## config.mk

```make
export PLATFORM = sky130hd
export DESIGN_NAME = fp_pow_seq
export DESIGN_NICKNAME = d
export VERILOG_FILES = /design/src/rtl/fp_pow_seq.sv
export SDC_FILE = /design/constraint.sdc
export NUM_CORES = 2
export LEC_CHECK = 0
export ABC_AREA = 1
export ABC_CLOCK_PERIOD_IN_PS = 25100
export CAP_MARGIN = 20
export CORE_MARGIN = 2
export CORE_UTILIZATION = 25
export CTS_CLUSTER_DIAMETER = 30
export DETAILED_ROUTE_END_ITERATION = 10
export PLACE_DENSITY_LB_ADDON = 0.3
export SYNTH_ARGS = -nofsm -noshare
export SYNTH_HDL_FRONTEND = slang
export SYNTH_SLANG_ARGS = --single-unit
```

## constraint.sdc

```tcl
create_clock -name clk -period 25.1 [get_ports clk]
set_input_delay 5.02 -clock clk [delete_from_list [all_inputs] [get_ports clk]]
set_output_delay 5.02 -clock clk [all_outputs]
set_load 0.1 [all_outputs]
```

## src/rtl/fp_pow_seq.sv

```systemverilog
// Sequential FP32 integer power: A^sel by square-and-multiply over 5 exponent bits.
// One shared combinational FP32 multiplier, fixed 10-cycle latency.
module fp_pow_seq (
  input  logic        clk,
  input  logic        rst,
  input  logic        start,
  input  logic [31:0] A,
  input  logic [4:0]  sel,
  output logic [31:0] ansS,
  output logic        busy,
  output logic        done
);

  localparam logic [31:0] ONE = 32'h3F80_0000;

  typedef enum logic [1:0] {IDLE, SQR, MUL, DONE} state_t;

  state_t      state, stateNext;
  logic [2:0]  k;
  logic [31:0] acc, aLat, opB, prod;
  logic [4:0]  selLat;

  logic [47:0]        p;
  logic [22:0]        mant;
  logic [23:0]        mr;
  logic               g, st, sgn;
  logic signed [9:0]  e;

  assign busy = (state == SQR) || (state == MUL);
  assign done = (state == DONE);

  // Shared multiplier: acc*acc in SQR, acc*A in MUL
  always_comb begin
    opB  = (state == MUL) ? aLat : acc;
    sgn  = acc[31] ^ opB[31];
    p    = 48'({1'b1, acc[22:0]}) * 48'({1'b1, opB[22:0]});
    e    = $signed({2'b00, acc[30:23]}) + $signed({2'b00, opB[30:23]}) - 10'sd127;
    mant = p[45:23];
    g    = p[22];
    st   = |p[21:0];
    if (p[47]) begin
      mant = p[46:24];
      g    = p[23];
      st   = |p[22:0];
      e    = e + 10'sd1;
    end
    mr = {1'b0, mant} + {23'd0, g & (st | mant[0])};
    if (mr[23]) e = e + 10'sd1;
    prod = {sgn, e[7:0], mr[22:0]};
    if (e <= 10'sd0)
      prod = {sgn, 31'd0};
    else if (e >= 10'sd255)
      prod = {sgn, 8'hFF, 23'd0};
    if (acc[30:23] == 8'h00 || opB[30:23] == 8'h00)
      prod = {sgn, 31'd0};
    if (acc[30:23] == 8'hFF || opB[30:23] == 8'hFF)
      prod = 32'h7FFF_FFFF;
  end

  always_comb begin
    stateNext = state;
    unique case (state)
      IDLE, DONE: if (start) stateNext = SQR;
      SQR:        stateNext = MUL;
      MUL:        stateNext = (k == 3'd0) ? DONE : SQR;
      default:    stateNext = IDLE;
    endcase
  end

  always_ff @(posedge clk or posedge rst) begin
    if (rst) begin
      state  <= IDLE;
      k      <= 3'd0;
      acc    <= 32'd0;
      aLat   <= 32'd0;
      selLat <= 5'd0;
      ansS   <= 32'd0;
    end else begin
      state <= stateNext;
      unique case (state)
        IDLE, DONE: begin
          if (start) begin
            aLat   <= A;
            selLat <= sel;
            acc    <= ONE;
            k      <= 3'd4;
          end
        end
        SQR: acc <= prod;
        MUL: begin
          if (selLat[k]) acc <= prod;
          if (k == 3'd0)
            ansS <= selLat[k] ? prod : acc;
          else
            k <= k - 3'd1;
        end
        default: ;
      endcase
    end
  end

endmodule

```

**Word-level counts from Yosys, hierarchy flattened**

Cells that the tools add are included.

- Multipliers: 1
- Add/subtract/negate cells: 6
- Magnitude comparators: 3
- Bitwise logic cells: 3
- Multiplexer cells: 21
- Reduce and logical (&&, ||, !) cells: 14
- Eq/ne operators: 7

Operators with widths:

| operator | count |
|---|---|
| 32-bit two-way mux | 4 |
| 32-bit one-hot mux with 3 select lines | 1 |
| 31-bit two-way mux | 3 |
| 24-bit by 24-bit multiplier with 48-bit output | 1 |
| 23-bit by 1-bit adder with 24-bit output | 1 |
| 23-bit two-way mux | 1 |
| 23-bit OR reduction | 1 |
| 22-bit OR reduction | 1 |
| 10-bit by 2-bit adder with 10-bit output, second input constant | 2 |
| 10-bit two-way mux | 2 |
| 8-bit equality test, second input constant | 2 |
| 8-bit zero test | 2 |
| 10-bit by 9-bit greater-or-equal comparator with 1-bit output, second input constant | 1 |
| 10-bit by 1-bit <= comparator with 1-bit output, second input constant | 1 |
| 9-bit by 7-bit subtractor with 10-bit output, second input constant | 1 |
| 8-bit by 8-bit adder with 9-bit output | 1 |
| 3-bit two-way mux | 2 |
| 2-bit one-hot mux with 3 select lines | 1 |
| 3-bit one-hot mux with 2 select lines | 1 |
| 2-bit equality test, second input constant | 2 |
| 3-bit by 4-bit < comparator with 1-bit output, second input constant | 1 |
| 2-bit two-way mux | 2 |
| 2-bit != test, second input constant | 2 |
| 2-bit AND reduction | 2 |
| other kinds (13) | 17 |

- Bits in registers: 106
- Logic and storage cells: 61
- Input bits: 40

**Longest topological paths before layout**

- Word-level depth: 16
- Depth in mapped cells: 61
- Mapped depth without buffers: 55

**Worst setup path after synthesis**

Ideal clock, no wire load.

- Path type: flip-flop to flip-flop
- Start: reg state[0]
- End: reg acc[22]
- Setup time: 0.117 ns
- Clock period less this slack: 9.159 ns
- Path slack: 15.941 ns
- Arrival time: 9.042 ns
- Stages on the path, launching flop included: 55
- Data required time: 24.983 ns
- Cell sequence: dfrtp_1 inv_1 ha_1 inv_1 clkbuf_1 buf_1 nor2_1 inv_1 o21ai_1 inv_1 clkbuf_1 nand2_1 fa_1 inv_1 fa_1 inv_1 fa_1 inv_1 [... 19 more ...] nand2_1 nand2_1 ha_1 nand2_1 nor2_1 nand2_1 nor2_1 nand3_1 nor3_2 nand2_1 xor2_1 inv_1 nand3_2 nand3_2 nand3_1 nand2_1 nand2_1 nand2_1

- Cells in the longest elaborated chain, start to end: 16
- Elaborated cells on any way between the ends: 34
- Those cells by class: 5 x add/sub; 1 x mul; 2 x order compare; 5 x eq/ne; 12 x mux; 2 x bitwise; 7 x reduce/logical

RTL lines:

| what | line | RTL |
|---|---|---|
| start, declared | 18 | `state_t state, stateNext;` |
| start signal, assigned | 79 | `state <= stateNext;` |
| 2-bit equality test | 34, 80 |  |
| 32-bit two-way mux | 34 | `opB = (state == MUL) ? aLat : acc;` |
| 24-bit by 24-bit multiplier with 48-bit output | 36 | `p = 48'({1'b1, acc[22:0]}) * 48'({1'b1, opB[22:0]});` |
| 23-bit OR reduction or 22-bit OR reduction (tied branches) | 44, 40 |  |
| 1-bit two-way mux | 41 | `if (p[47]) begin` |
| 1-bit OR | 47 | `mr = {1'b0, mant} + {23'd0, g & (st \| mant[0])};` |
| 1-bit AND | 47 |  |
| 23-bit by 1-bit adder with 24-bit output | 47 |  |
| 10-bit two-way mux | 48 | `if (mr[23]) e = e + 10'sd1;` |
| 10-bit by 9-bit greater-or-equal comparator with 1-bit output | 52 | `else if (e >= 10'sd255)` |
| 31-bit two-way mux | 52 |  |
| 31-bit two-way mux | 50 | `if (e <= 10'sd0)` |
| 31-bit two-way mux | 54 | `if (acc[30:23] == 8'h00 \|\| opB[30:23] == 8'h00)` |
| 32-bit two-way mux | 56 | `if (acc[30:23] == 8'hFF \|\| opB[30:23] == 8'hFF)` |
| 32-bit two-way mux | 91 | `if (selLat[k]) acc <= prod;` |
| 32-bit one-hot mux with 3 select lines | 80 | `unique case (state)` |
| end signal, assigned | 89 | `SQR: acc <= prod;` |
| end signal, assigned | 91 |  |
| end, declared | 20 | `logic [31:0] acc, aLat, opB, prod;` |

Several ways; a longest one is shown, not always the timed one.
A chain may end at the register's enable or synchronous reset.

**Worst setup path after layout**

- Start: reg state[0]
- End: reg acc[10]

Same word-level chain as after synthesis.

==> impl_metrics.json <==
{
  "outcome": "finished, final reports clean",
  "synthArstFlopShare_pct": 100,
  "rows": 122,
  "regToRegStartpoint": "state[0]",
  "r2r-end": "acc[10]",
  "yosysSeqAreaShare_pct": 9.44,
  "worst-slew-pin-transition_ps": 1130,
  "cp_common_cell": "nand2_1",
  "drtIter0Drc": 1693,
  "setup_violations": 0,
  "seq_power_share_pct": 8.2,
  "critical_path_class": "reg -> reg",
  "post-dp-hpwl_um": 83600,
  "postCtsHoldBufs": 0,
  "cts_buffer_depth": 2,
  "htree_levels": 3,
  "synth_edf_count": 0,
  "synthMostInstantiatedCell": "nand2_1",
  "nets": 4681,
  "power_frac_clock_pct": 3.8,
  "multi_input_area_mm2": 0.0215,
  "grt-ovfl-total": 0,
  "ys_ff_latch": 106,
  "vias": 24600,
  "clock-root-buffer": "clkbuf_16",
  "critPathMaxStageDelay_ps": 850,
  "n_antenna_cell": 0,
  "post_synth.cell_area_avg_um2": 7.10,
  "p_leak_nw": 16.5,
  "gp_congestion": 0.932,
  "path_clk_slew_ps": 80,
  "wl_um": 103000,
  "grt.total_usage_pct": 18.0,
  "synth.area.top_cells": "fa_1, nand2_1, inv_1",
  "syn_inst": 3957,
  "detail_route.wl_per_cell_um": 18.8,
  "required_ps": 25370,
  "drc": 0,
  "hp-class": "reg -> reg",
  "max_freq_mhz": 83.8,
  "first_global_vias": 25600,
  "port_buffers": 73,
  "boundaryPins": 74,
  "die-area_mm2": 0.115,
  "vdd_drop_max_v": 0.000145,
  "swShare_pct": 66.5,
  "grt_max_degree": 64,
  "cts.sinks": 106,
  "grt_pass1_wl_um": 159000,
  "worst-endpoint-arrival_ps": 12210,
  "cp_slowest_cell": "clkinv_1",
  "postCtsSetupRepairBufs": 0,
  "netlist.area_leader.share_pct": 34.4,
  "synth_fp_nets": 4677,
  "via_per_inst": 4.51,
  "maxCapViolations": 0,
  "reg2regPathDepth": 49,
  "period_needed_ps": 11940,
  "synthFlopType": "dfrtp_1",
  "crit_end": "acc[10]",
  "cts_tree": "yes",
  "report.final.slew_viol_count": 0,
  "critPathMaxFanout": 51,
  "drtPass1Iterations": 8,
  "tns_ps": 0,
  "drive_gt1_share_pct": 4.92,
  "p_comb_share_pct": 87.9,
  "rrSetupSlack_ps": 13160,
  "cts_inserted_buffers": 9,
  "end_kind": "register",
  "initial_core_util_pct": 25.3,
  "fin_crit_sh_pct": 47.6,
  "clk_latency_ps": 380,
  "synth_area_mm2": 0.0281,
  "power.total_mw": 3.84,
  "area_growth_pct": 9.79,
  "cts_resized": 0,
  "rsz0062_at_grt": "no",
  "placed_cells": 5436,
  "yosys-top-cells-count": "nand2_1, inv_1, fa_1, nor2_1, ha_1",
  "setup.worst_path.start": "state[0]",
  "ys_warn_count": 0,
  "slew_headroom_pct": 25.0,
  "antenna_found_initial": 0,
  "yosys.area.top_type": "fa_1",
  "ant_nets": 0,
  "finClkSkew_ps": 16.6,
  "die_w_um": 339,
  "hold_viol_final": 0,
  "power.switching_mw": 2.55,
  "cellPowerDensity_mw_per_mm2": 124,
  "netlist-cell-type-count": 49,
  "seq_area_mm2": 0.00265,
  "coreArea_mm2": 0.111,
  "fillers": 12500,
  "startpoint_type": "register",
  "cellInternalPower_mw": 1.28,
  "chipHeight_um": 339,
  "fin_util_pct": 27.8,
  "instances_no_fill": 5454
}
## placed cells by master (no fill, tap or decap), drive strengths merged
cell / count
clkinv: 10
nand3b: 8
o21bai: 4
nor3b: 3
and2: 1
or2: 12
a22oi: 1
clkinvlp: 1
nor4: 9
o21a: 3
and3: 1
o221ai: 1
nand4: 24
o21ai: 47
o2111a: 1
nand2: 1257
inv: 874
nand2b: 1
nand3: 208
xnor2: 12
buf: 64
clkbuf: 11
a21oi: 56
a31oi: 1
nor3: 11
ha: 197
o22ai: 2
nor2: 441
a211oi: 1
fa: 483
xor2: 40
dfrtp: 106
a41oi: 2
clkdlybuf4s50: 73
## metal layers
metal  part of all wire, %  global-route usage (%)  vias to the layer above
li1                      -                       -                    11500
met1                    43                    23.3                    12200
met2                    48                    30.9                      712
met3                   5.7                    2.74                      134
met4                   3.6                    5.41                        0
met5                     0                       0                        -
## critical path: cells and delay by family, from the launching register on
| kind | cells | cell delay (ps) |
|---|---|---|
| AND/OR/NAND/NOR | 28 | 4390 |
| adder cells (fa/ha/maj) | 9 | 4300 |
| buffers and inverters | 10 | 1760 |
| AO/OA/AOI/OAI | 2 | 840 |
| flip-flops | 1 | 430 |
## power groups by stage
stage               Combinational (mW)  Clock, mW  Sequential (mW)
CTS                               3.37      0.152            0.315
floorplan                         2.07          0            0.454
global placement                  3.35          0            0.318
global route                      3.72      0.160            0.323
finish                            3.37      0.147            0.316
detailed placement                3.35          0            0.317
## through the flow
step	hold slack [ps]	instance area, µm²	worst slack [ps]
after global routing	507	30800	12360
after CTS	485	30800	13210
after detailed placement	464	30500	13280
after global placement	461	30500	13190
final	476	30800	13160
after floorplan	441	28100	15940
## how the worst min path moves through the flow
stage | startpoint | end | slack [ps] | cells past startpoint
final | aLat[24] | aLat[24] | 480 | 2
after global routing | aLat[25] | aLat[25] | 510 | 2
after CTS | aLat[24] | aLat[24] | 480 | 2
after detailed placement | aLat[24] | aLat[24] | 460 | 2
after global placement | aLat[24] | aLat[24] | 460 | 2
after floorplan | aLat[23] | aLat[23] | 440 | 2
## cell type report
type	instances	share of cell area [%]
multi-input combinational	2827	69.7
inverter	880	10.7
sequential	106	8.61
tap	1488	6.04
timing repair buffer	137	3.94
clock buffer	11	0.820
clock inverter	5	0.150
## flip-flops by register name, indices dropped and copies added (netlist names)
signal  count
acc        32
k           3
ansS       32
selLat      5
state       2
aLat       32
## kinds of logic (layout without fill, tap and decap cells)
logic type,Yosys count,in the layout,synth area share [%]
simple gates,1976,1976,29.3
buf+inv,1024,1033,14.1
fa+ha+maj,680,680,43.2
compound gates,119,119,2.32
flops,106,106,9.44
xor+xnor,52,52,1.62
Note: power is estimated with default switching activity, not from simulation.
